File: src/rtl/ram_arb_pkg.sv
// ----------------------------------------------------------------
// ram_arb_pkg: shared types and defaults for the RAM port-A arbiter
// Revision: 1.0
// ----------------------------------------------------------------
`default_nettype none

package ram_arb_pkg;

  localparam int ADDR_W_DEFAULT = 10;
  localparam int DATA_W_DEFAULT = 16;

  localparam logic REQ0 = 1'b0;
  localparam logic REQ1 = 1'b1;

  typedef enum logic [1:0] {
    IDLE      = 2'd0,
    ACCESS    = 2'd1,
    READ_DATA = 2'd2
  } state_t;

endpackage

`default_nettype wire

File: src/rtl/ram_port_arbiter_rr_arbiter2.sv
// ----------------------------------------------------------------
// rr_arbiter2: combinational two-way round-robin pick
// Revision: 1.0
// ----------------------------------------------------------------
`default_nettype none

module rr_arbiter2
  import ram_arb_pkg::*;
(
  input  logic req0,
  input  logic req1,
  input  logic last,
  output logic gnt_valid,
  output logic gnt_id
);

  always_comb begin
    gnt_valid = req0 | req1;
    // On a tie the requester that did not win last time goes first.
    if (req0 && req1) begin
      gnt_id = ~last;
    end else if (req1) begin
      gnt_id = REQ1;
    end else begin
      gnt_id = REQ0;
    end
  end

endmodule

`default_nettype wire

File: src/rtl/ram_port_arbiter.sv
// ----------------------------------------------------------------
// ram_port_arbiter: shares RAM port A between two requesters
// Revision: 1.0
// ----------------------------------------------------------------
`default_nettype none

module ram_port_arbiter
  import ram_arb_pkg::*;
#(
  parameter int ADDR_W = ADDR_W_DEFAULT,
  parameter int DATA_W = DATA_W_DEFAULT
) (
  input  logic              clk,
  input  logic              rst,
  input  logic              req0,
  input  logic              we0,
  input  logic [ADDR_W-1:0] addr0,
  input  logic [DATA_W-1:0] wdata0,
  output logic              ack0,
  input  logic              req1,
  input  logic              we1,
  input  logic [ADDR_W-1:0] addr1,
  input  logic [DATA_W-1:0] wdata1,
  output logic              ack1,
  output logic [DATA_W-1:0] rdata,
  output logic              busy,
  output logic              ram_we,
  output logic [ADDR_W-1:0] ram_addr,
  output logic [DATA_W-1:0] ram_din,
  input  logic [DATA_W-1:0] ram_dout
);

  state_t              state;
  logic                owner;
  logic                last;
  logic                lat_we;
  logic [ADDR_W-1:0]   lat_addr;
  logic [DATA_W-1:0]   lat_wdata;

  logic                gnt_valid;
  logic                gnt_id;
  logic                sel_we;
  logic [ADDR_W-1:0]   sel_addr;
  logic [DATA_W-1:0]   sel_wdata;

  rr_arbiter2 u_rr_arbiter2 (
    .req0      (req0),
    .req1      (req1),
    .last      (last),
    .gnt_valid (gnt_valid),
    .gnt_id    (gnt_id)
  );

  assign sel_we    = (gnt_id == REQ1) ? we1    : we0;
  assign sel_addr  = (gnt_id == REQ1) ? addr1  : addr0;
  assign sel_wdata = (gnt_id == REQ1) ? wdata1 : wdata0;

  // The RAM only ever sees the latched request, never the live inputs.
  assign ram_addr = lat_addr;
  assign ram_din  = lat_wdata;
  assign rdata    = (state == READ_DATA) ? ram_dout : '0;

  always_ff @(posedge clk or negedge rst) begin
    if (!rst) begin
      state     <= IDLE;
      owner     <= REQ0;
      last      <= REQ1;
      lat_we    <= 1'b0;
      lat_addr  <= '0;
      lat_wdata <= '0;
      ram_we    <= 1'b0;
      ack0      <= 1'b0;
      ack1      <= 1'b0;
      busy      <= 1'b0;
    end else begin
      ram_we <= 1'b0;
      ack0   <= 1'b0;
      ack1   <= 1'b0;
      case (state)
        IDLE: begin
          if (gnt_valid) begin
            owner     <= gnt_id;
            last      <= gnt_id;
            lat_we    <= sel_we;
            lat_addr  <= sel_addr;
            lat_wdata <= sel_wdata;
            state     <= ACCESS;
            busy      <= 1'b1;
            // A write completes in ACCESS, so its strobe and ack are set up now.
            ram_we    <= sel_we;
            ack0      <= sel_we & (gnt_id == REQ0);
            ack1      <= sel_we & (gnt_id == REQ1);
          end else begin
            busy <= 1'b0;
          end
        end
        ACCESS: begin
          if (lat_we) begin
            state <= IDLE;
            busy  <= 1'b0;
          end else begin
            state <= READ_DATA;
            busy  <= 1'b1;
            ack0  <= (owner == REQ0);
            ack1  <= (owner == REQ1);
          end
        end
        READ_DATA: begin
          state <= IDLE;
          busy  <= 1'b0;
        end
        default: begin
          state <= IDLE;
          busy  <= 1'b0;
        end
      endcase
    end
  end

endmodule

`default_nettype wire

File: config.mk
export PLATFORM = sky130hd
export DESIGN_NAME = ram_port_arbiter
export DESIGN_NICKNAME = d
export VERILOG_FILES = /design/src/rtl/ram_arb_pkg.sv /design/src/rtl/ram_port_arbiter_rr_arbiter2.sv /design/src/rtl/ram_port_arbiter.sv
export SDC_FILE = /design/constraint.sdc
export NUM_CORES = 1
export LEC_CHECK = 0
export CAP_MARGIN = 20
export CORE_AREA = 8 8 67 69
export DETAILED_ROUTE_END_ITERATION = 12
export DIE_AREA = 0 0 75 77
export DONT_BUFFER_PORTS = 1
export PLACE_DENSITY = 0.8
export SYNTH_ARGS = -nofsm -noshare
export SYNTH_HDL_FRONTEND = slang
export SYNTH_SLANG_ARGS = --single-unit
File: constraint.sdc
create_clock -name clk -period 4.1 [get_ports clk]
set_clock_uncertainty 0.05 [all_clocks]
set_input_delay 0 -clock clk [delete_from_list [all_inputs] [get_ports clk]]
set_output_delay 0 -clock clk [all_outputs]
set_load 0.02 [all_outputs]
==> reports/results.ini <==
[logic_synthesis]
yosys_warnings=0
syn_inst=190
synth-main-ff-cell=dfrtp_1
syn_nets=264
synth_top_area_share_pct=46.4
synth_cell_types=25
seq_area_frac_synth_pct=47.8
netlist_area_um2=1840
ys_top_cells_by_area=dfrtp_1, a31oi_2, nand2_1, a21oi_1, and2_1
netlist_top_cells_count=nand2_1, dfrtp_1, a21oi_1
synth_edf_count=0
synth_top_area_cell=dfrtp_1
synthArstFlopShare_pct=100
avgSynthCellArea_um2=9.66
ys_ff_latch=35
synth_most_common_cell=nand2_1

[detailed_routing]
ant_nets=0
drt_first_pass_iters=4
wl_per_cell_um=19.2
vias=1608
post-route-drc-count=0
drtIter0Drc=71
routed_via_density=5.51
wl_um=5600

[sta]
worst_slew_pin_slew_ps=833
final-hold-violation-count=0
whs_ps=70.0
post-route-min-period_ps=2450
max_freq_mhz=408
rsz0062_at_grt=false
setup_violations=0
slew_violations=0
finalSetupTns_ps=0
period_share_pct=59.8
slew_headroom_pct=44.3

[global_routing]
antenna_found_initial=0
overflow=0
grt_max_degree=36
grt_usage_pct=19.0
grt_pass1_vias=1694
grt_pass1_wl_um=8510

[cells_and_area]
diodes=0
nFillCells=267
syn_to_final_growth_pct=34.8
drive_gt1_share_pct=13.1
post-route-util_pct=70.8
instances_no_fill=292
layout.nets=317

[setup_path]
crit_path_top_delay_cell=nor2_4
crit_type=register to register
start_kind=register
max_stage_delay_ps=670
crit_required_ps=4260
crit_path_max_fanout=32
worst_ep_arrival_time_ps=2610
path_cells=nor2_4 > nand2_8 > inv_4 > a31oi_2 > dlygate4sd3_1
critPathCaptureType=register

[clock_network]
clk_path_buf_depth=2
ctsHoldBuffers=59
ctsRootBufferMaster=clkbuf_4
clk_latency_ps=330
cts_buffers=5
cts_setup_buffers=0
htree_levels=2
clk_pin_slew_worst_paths_ps=110
cts_resized=0
cts_sinks=35
tritoncts=built

[job]
drv_cap=0

[die]
ioPinCount=120
floorplan.initialDensity_pct=52.5
die_width_um=75
die_h_um=77
coreArea_um2=3500
dieArea_um2=5780
fp-row-count=22

[placed_design]
placed_cells=224
dp_hpwl_um=3270
portBuffers=0
gp_congestion=0.757

[status]
outcome=complete, no violations

[power]
ir_drop_mv=0.349
total_leakage_power_uw=0.00101
power_density_nw_per_um2=782

[hold_path]
holdCritPathClass=input pin to async pin

[state kept, by name, indices dropped and copies added, names as in the netlist]
name / count
last: 1
ack0: 1
ram_we: 1
ack1: 1
ram_addr: 10
busy: 1
lat_we: 1
ram_din: 16
owner: 1
state: 2
[worst paths after layout]
kind | from | slack [ps] | cells past startpoint | end
setup / recovery | state[1]$_DFFE_PN0P_ | 1650 | 5 | ram_din[9]$_DFFE_PN0P_
hold reg to reg | owner$_DFFE_PN0P_ | 470 | 1 | ack0$_DFF_PN0_
setup reg to reg | state[1]$_DFFE_PN0P_ | 1650 | 5 | ram_din[9]$_DFFE_PN0P_
max in group asynchronous | rst | 3680 | 2 | last$_DFFE_PN1P_
hold / removal | rst | 70 | 2 | busy$_DFF_PN0_
min in group clk | req1 | 90 | 2 | owner$_DFFE_PN0P_
[worst max-delay path, delay by kind of cell (launching register included)]
kind | cells | cell delay, ps
compound gates | 1 | 150
buf+inv | 2 | 940
flops | 1 | 430
simple gates | 2 | 750
[cell families (layout without fill, tap and decap cells)]
family | Yosys count | in the layout | share of synthesized area (%)
and+or+nand+nor | 79 | 79 | 20.3
AOI/OAI and AO/OA | 59 | 59 | 25.8
DFF | 35 | 35 | 47.8
buffers and inverters | 17 | 71 | 6.14
[through the flow]
stage	instance area, µm²	power (µW)	worst slack (ps)
after CTS	2450	1910	1690
after floorplan	1840	1350	2800
after detailed placement	1800	1440	2260
final	2470	1940	1650
after global placement	1800	1420	2320
after global routing	2470	2050	1500
[routing by layer]
layer	routed length, µm	global-route usage, %	up-vias
li1	-	-	759
met3	508	5.07	10
met1	1950	19.2	760
met5	0	0	-
met2	3060	34.8	79
met4	84	7.25	0
[layout by cell type (no fill, tap or decap), drive strengths merged]
cell	count
dlygate4sd3	58
nand2	57
dfrtp	34
a21oi	27
a31oi	27
and2	16
clkbuf	7
inv	3
buf	2
nor2	1
or2	1
nand3b	1
a21boi	1
nand3	1
nor2b	1
a21bo	1
nand4	1
o21ai	1
a22o	1
o211ai	1
clkinv	1
dfstp	1
[power by group]
group | total, µW | internal (µW) | switching, µW
clock | 178 | 66.9 | 111
combinational | 919 | 465 | 455
sequential | 839 | 521 | 318
[cell type report]
type	count	area, µm²	share of cell area [%]
sequential	35	877	35.4
timing repair buffer	60	628	25.4
clock inverter	1	5.00	0.202
inverter	3	13.8	0.556
tap	48	60.1	2.43
clock buffer	7	45.0	1.82
multi-input combinational	138	846	34.2
Power figures use the tool's default switching activity.
